[src/rtl/reg_file_multi.sv]
// Multi-port register bank: DEPTH x WIDTH registers, one load/inc/dec write port,
// two registered read ports, zero flag of the last executed write. Macro REG_FILE_BYPASS_EN.
module reg_file_multi #(
    parameter int WIDTH    = 16,
    parameter int DEPTH    = 8,
    parameter int ZERO_REG = 0,
    localparam int AW      = $clog2(DEPTH)
) (
    input  logic             clk,
    input  logic             rst,
    input  logic [1:0]       wr_op,
    input  logic [AW-1:0]    wr_addr,
    input  logic [WIDTH-1:0] wr_data,
    input  logic [AW-1:0]    rd_addr_a,
    input  logic [AW-1:0]    rd_addr_b,
    output logic [WIDTH-1:0] rd_data_a,
    output logic [WIDTH-1:0] rd_data_b,
    output logic             wr_zero
);

    localparam logic [1:0] OP_HOLD = 2'b00;
    localparam logic [1:0] OP_LOAD = 2'b01;
    localparam logic [1:0] OP_INC  = 2'b10;
    localparam logic [1:0] OP_DEC  = 2'b11;

    logic [WIDTH-1:0] regs_q [DEPTH];
    logic [WIDTH-1:0] rd_a_q, rd_a_d;
    logic [WIDTH-1:0] rd_b_q, rd_b_d;
    logic             wr_zero_q, wr_zero_d;

    logic [WIDTH-1:0] wr_cur;
    logic [WIDTH-1:0] wr_result;
    logic             wr_hit;
    logic             wr_en;

    // Address decode by loop so out-of-range and hardwired-zero addresses simply never hit.
    always_comb begin
        wr_cur = '0;
        wr_hit = 1'b0;
        for (int i = 0; i < DEPTH; i++) begin
            if (wr_addr == AW'(i) && !(ZERO_REG != 0 && i == 0)) begin
                wr_cur = regs_q[i];
                wr_hit = 1'b1;
            end
        end
    end

    assign wr_en = wr_hit && (wr_op != OP_HOLD);

    always_comb begin
        wr_result = wr_cur;
        case (wr_op)
            OP_LOAD: wr_result = wr_data;
            OP_INC:  wr_result = wr_cur + WIDTH'(1);
            OP_DEC:  wr_result = wr_cur - WIDTH'(1);
            default: wr_result = wr_cur;
        endcase
    end

    always_comb begin
        rd_a_d    = '0;
        rd_b_d    = '0;
        wr_zero_d = wr_zero_q;
        for (int i = 0; i < DEPTH; i++) begin
            if (!(ZERO_REG != 0 && i == 0)) begin
                if (rd_addr_a == AW'(i)) rd_a_d = regs_q[i];
                if (rd_addr_b == AW'(i)) rd_b_d = regs_q[i];
            end
        end
`ifdef REG_FILE_BYPASS_EN
        if (wr_en && rd_addr_a == wr_addr) rd_a_d = wr_result;
        if (wr_en && rd_addr_b == wr_addr) rd_b_d = wr_result;
`endif
        if (wr_en) wr_zero_d = (wr_result == '0);
    end

    always_ff @(posedge clk or negedge rst) begin
        if (!rst) begin
            for (int i = 0; i < DEPTH; i++) regs_q[i] <= '0;
            rd_a_q    <= '0;
            rd_b_q    <= '0;
            wr_zero_q <= 1'b0;
        end else begin
            for (int i = 0; i < DEPTH; i++) begin
                if (wr_en && wr_addr == AW'(i)) regs_q[i] <= wr_result;
            end
            rd_a_q    <= rd_a_d;
            rd_b_q    <= rd_b_d;
            wr_zero_q <= wr_zero_d;
        end
    end

    assign rd_data_a = rd_a_q;
    assign rd_data_b = rd_b_q;
    assign wr_zero   = wr_zero_q;

endmodule

[config.mk]
export PLATFORM = sky130hd
export DESIGN_NAME = reg_file_multi
export DESIGN_NICKNAME = d
export VERILOG_FILES = /design/src/rtl/reg_file_multi.sv
export SDC_FILE = /design/constraint.sdc
export NUM_CORES = 1
export LEC_CHECK = 0
export ABC_AREA = 1
export CAP_MARGIN = 25
export CORE_MARGIN = 2
export CORE_UTILIZATION = 59
export DETAILED_ROUTE_END_ITERATION = 10
export PLACE_DENSITY_LB_ADDON = 0.25
export SLEW_MARGIN = 20
export SYNTH_ARGS = -nofsm -noshare
export SYNTH_HDL_FRONTEND = slang
export SYNTH_SLANG_ARGS = --single-unit
[constraint.sdc]
create_clock -name clk -period 6.6 [get_ports clk]
set_input_delay 1.32 -clock clk [delete_from_list [all_inputs] [get_ports clk]]
set_output_delay 1.32 -clock clk [all_outputs]
set_load 0.02 [all_outputs]
=== Word-level counts from Yosys, hierarchy flattened ===
Cells that the tools add are included.
W data, S select, Z words.

* Bits in registers: 161

* Add/subtract/negate cells: 2
* Eq/ne operators: 24
* Multiplexer cells: 33
* Reductions and logical operators: 14

{| class="wikitable"
|+ Operator list
! operator !! count
|-
| $mux W16 || 24
|-
| $pmux W16 S3 || 1
|-
| $eq A3 B3 Y1 const B || 12
|-
| $eq A3 B2 Y1 const B || 6
|-
| $add A16 B1 Y16 const B || 1
|-
| $logic_not A16 Y1 || 1
|-
| $sub A16 B1 Y16 const B || 1
|-
| $eq A3 B1 Y1 const B || 3
|-
| $logic_and A1 B1 Y1 || 9
|-
| $logic_not A3 Y1 || 3
|-
| $mux W1 || 8
|-
| $eq A2 B2 Y1 const B || 2
|-
| $eq A2 B1 Y1 const B || 1
|-
| $reduce_bool A2 Y1 || 1
|}

=== Longest topological paths before layout ===
* Word-level depth: 12
* Mapped depth: 29

=== Worst setup path after synthesis ===
OpenSTA, ideal clock, no wires.

* Kind: input -> register
* Start point: input wr_addr[1]
* End point: register wr_zero_q, in the netlist wr_zero
* Library setup time: 0.066 ns
* Arrival: 4.209 ns
* Setup slack: 2.325 ns
* Stages on the path: 27
* Buffers on the path: 2
* Path through: buf_4 nor2_4 nand2_1 inv_2 buf_2 a21oi_1 o2111ai_1 o21ai_0 a21oi_1 ha_1 a21oi_1 nor2_1 nor2_1 nor2_1 nor2_1 nand3_1 nand2_1 nor2_1 nor2_1 nand2_1 nor2_1 nand3_1 nor2_1 nand3_1 nor2_1 nand3_1 nand2_1

* Cells in the longest elaborated chain, start to end: 12
* Elaborated cells on any way between the ends: 29
* Classes of those cells: add/sub: 2; eq/ne: 7; mux: 17; reduce/logical: 3

{| class="wikitable"
|+ Ends and longest elaborated chain
! item !! RTL line !! source
|-
| start, declared || 12 || <nowiki>input logic [AW-1:0] wr_addr,</nowiki>
|-
| $logic_not A3 Y1 || 41 || <nowiki>if (wr_addr == AW'(i) && !(ZERO_REG != 0 && i == 0)) begin</nowiki>
|-
| $mux W16 (8 in a row) || 41 ||
|-
| $sub A16 B1 Y16 / $add A16 B1 Y16 (equally long branches) || 55, 54 ||
|-
| $pmux W16 S3 || 52 || <nowiki>case (wr_op)</nowiki>
|-
| $logic_not A16 Y1 || 74 || <nowiki>if (wr_en) wr_zero_d = (wr_result == '0);</nowiki>
|-
| end signal, assigned || 89 || <nowiki>wr_zero_q <= wr_zero_d;</nowiki>
|-
| end, declared || 29 || <nowiki>logic wr_zero_q, wr_zero_d;</nowiki>
|}

Parallel ways exist; a longest one is shown, timed or not.
A chain may end at the register's enable or synchronous reset.

=== Final worst setup path ===
* Start point: input wr_addr[0]
* End point: register wr_zero_q, in the netlist wr_zero

Same word-level chain as after synthesis.

==> summary.txt <==
Status
  – Status: finished clean

Critical path
  – Reg-to-reg startpoint: regs_q[125]$_DFFE_PN0P_
  – Endpoint kind of the worst setup timing path: flip-flop
  – Terminus of the critical flop-to-flop path: wr_zero$_DFFE_PN0P_
  – Required time of the critical path: 6.98 ns
  – Flop2flop setup slack: about 3.0 ns
  – Worst setup SP type: input port
  – Arrival @ worst endpoint: around 5.9 ns
  – Highest cell delay on the worst timing path: a little under 0.8 ns
  – Most used cell along the critical path: sky130_fd_sc_hd__nor2_1
  – Maximum fanout along the worst path: 10
  – Cell with the largest stage delay on the worst path: sky130_fd_sc_hd__clkdlybuf4s50_1
  – Path depth of the worst reg2reg path: 23
  – Class of the most critical setup path: in -> reg

Power
  – Power consumption: around 0.0036 W
  – Static leakage power: between 5 and 6 nW
  – Power density over the cells: ~330 nW/um^2
  – VDD IR max: around 0.00024 V

Finish
  – P&R area growth vs syn: 15.9%
  – Share of the core filled with cells: 69.4%
  – Fraction of layout instances using a drive strength above 1: between 6 and 7%
  – Post-layout nets: ~1,400
  – Antenna Cells: 0

Routing
  – Drt drc: 0
  – Count of vias placed by the detailed router: 9,967
  – Iteration-0 DRC Markers: 1,531
  – Post-DR vias/cell: around 6.3
  – Routed length per instance: 21.2 um
  – Detail Route Antenna Nets: 0
  – Iteration count of the initial detailed-routing pass: 8
  – Detailed Route WL: ~34 mm

Global route
  – First-pass GRT wire length: 51.7 mm
  – Total Routing Usage GR: 40.8%
  – Remaining Overflow, GRT: 0
  – Largest net degree at the start of global routing: around 100
  – Antenna violations before repair: 0
  – Via count of the first global-routing pass: approximately 9,400

Run
  – Number of max-cap violations: 0

Worst hold path
  – Worst hold path type: reg -> reg
  – Start point of the worst hold path: regs_q[5]$_DFFE_PN0P_
  – Destination of the worst hold path: regs_q[5]$_DFFE_PN0P_
  – Worst hold path stage count: 2

Yosys
  – Number of enable flip-flop cells after synthesis: 0
  – Most used flip-flop cell after synthesis: sky130_fd_sc_hd__dfrtp_1
  – Average instance area after synthesis: approximately 7.3 um^2
  – Most common cell in the synthesized netlist: sky130_fd_sc_hd__nand2_1
  – Number of nets in the synthesized netlist: about 1,300
  – Synth cell count leaders: sky130_fd_sc_hd__nand2_1 (340), sky130_fd_sc_hd__inv_1 (180), sky130_fd_sc_hd__dfrtp_1 (161), sky130_fd_sc_hd__o21ai_0 (140), sky130_fd_sc_hd__nor2_1 (97)
  – Library cell with the largest summed area after synthesis: sky130_fd_sc_hd__dfrtp_1
  – Sequential-to-total area share from yosys stat: a little over two fifths
  – Post-synthesis cell area: between 9000 and 10,000 um^2
  – Cells after synthesis: 1,292
  – Synthesis-stage register bit count: 161
  – Number of warnings printed during yosys synthesis: 0
  – Area contributors post-synth: sky130_fd_sc_hd__dfrtp_1 (43%), sky130_fd_sc_hd__nand2_1 (14%), sky130_fd_sc_hd__o21ai_0 (7.4%)
  – Synth cell types: 43
  – Proportion of register bits with asynchronous set or reset after synthesis: 100%
  – Area share of the largest cell type after synthesis: ~43%

Clock network
  – CTS tree: done
  – Hold-fix buffer count after cts: 0
  – CTS clk-pin slew, worst paths: 0.07 ns
  – Clock latency at the later pin of the worst-skew pair: about 0.44 ns
  – Post-CTS setup repair buffer count: 0
  – CTS sink count: between 150 and 200
  – Master cell of the clock root buffer: sky130_fd_sc_hd__clkbuf_16
  – Num CTS Buffers: 17
  – H-tree levels: 4
  – Maximum buffer depth of the clock tree: 2
  – Resized Gates After CTS: 0

Die
  – Overall die height: 130 um
  – Die area: ~17,000 um^2
  – Die extent in x: approximately 130 um
  – Count of boundary I/O pins: 62
  – Initial core utilization: between 50% and 60%
  – Total core area: ~16,000 um^2
  – Core Rows: 46

Timing
  – Tcrit/Tclk final: 83.7%
  – Top achievable clock speed: around 180 MHz
  – Slew Limit Fails: 0
  – Total Negative Setup Slacks: 0 ns
  – Worst setup slack after layout: 1.08 ns
  – Transition time of the tightest slew-check pin: around 0.97 ns
  – Count of endpoints failing setup in the final report: 0
  – Clock tree skew after final layout: a little under 0.009 ns
  – Fin. Hold Viols: 0
  – Unrepaired setup endpoints after global routing: no
  – Final critical-path required period: roughly 5.5 ns
  – Max-Slew Margin vs Limit: between 30% and 40%

Placed design
  – Number of I/O port buffers: 61
  – HPWL after DPL: 24.3 mm
  – Placer Congestion: between 1 and 1.5
  – Place WS: 0.812 ns
## how the worst max path moves through the flow
stage	startpoint	to	slack, ns	cells past startpoint
5_1_grt	wr_addr[0]	wr_zero$_DFFE_PN0P_	0.69	25
3_3_place_gp	wr_addr[0]	wr_zero$_DFFE_PN0P_	0.86	25
4_1_cts	wr_addr[0]	wr_zero$_DFFE_PN0P_	1.21	25
3_5_place_dp	wr_addr[0]	wr_zero$_DFFE_PN0P_	0.81	25
2_1_floorplan	wr_addr[1]	wr_zero$_DFFE_PN0P_	2.32	27
6_report	wr_addr[0]	wr_zero$_DFFE_PN0P_	1.08	25
## critical path: cells and delay by family
| family | cells | cell delay, ns |
|---|---|---|
| AO/OA/AOI/OAI | 4 | 0.94 |
| adder cells (fa/ha/maj) | 1 | 0.30 |
| buffers and inverters | 3 | 1.13 |
| AND/OR/NAND/NOR | 17 | 2.22 |
## sequential cells by signal, summed over array words and instances, names as in the netlist
register and cells:
rd_data_a 16, rd_data_b 16, regs_q 128, wr_zero 1
## per-stage QoR
| step | hold WS, ns | cell area (um^2) | cells |
|---|---|---|---|
| after detailed placement | 0.475 | 10300 | 1550 |
| after floorplan | 0.453 | 9440 | 1292 |
| after global routing | 0.533 | 10900 | 1583 |
| after CTS | 0.491 | 10900 | 1582 |
| final | 0.486 | 10900 | 1583 |
| after global placement | 0.471 | 10300 | 1549 |
## where the power goes
part           total (W)  switching, W  internal, W
clock network    0.00102      0.000445     0.000573
registers        0.00145      0.000205      0.00124
logic            0.00112      0.000738     0.000382
total            0.00359       0.00139      0.00220
## layout by cell type, fill, tap and decap left out, drive strengths merged, types with 6 or more instances in the layout
cell type and instances:
clkdlybuf4s50 60, o2111ai 23, clkbuf 18, o22ai 26
o21ai 143, buf 27, dfrtp 161, a221oi 18
a21oi 82, nor2 102, nand4 26, nand3 54
nand2 342, inv 193, ha 15, nor3 15
a31oi 6, o221ai 19, clkinv 6
## routing by layer
metal / track usage, % / part of all wire [%]
met1: 54.8 / 38
met4: 26.0 / 6.7
met2: 61.3 / 44
met5: 0 / 0
met3: 7.41 / 11
## final cells by class
class	count	area, um^2
fill	1419	4830
inverter	191	722
tap	216	270
sequential	161	4030
clock inverter	14	156
clock buffer	18	439
timing repair buffer	87	805
multi-input combinational	896	4520
## kinds of logic after synthesis
kind of cell,after synthesis,share of synthesized area (%)
compound gates,334,21.1
fa+ha+maj,16,2.20
buf+inv,235,9.66
flops,161,42.7
simple gates,546,24.3
No activity file was read; power rests on OpenSTA's default activity.
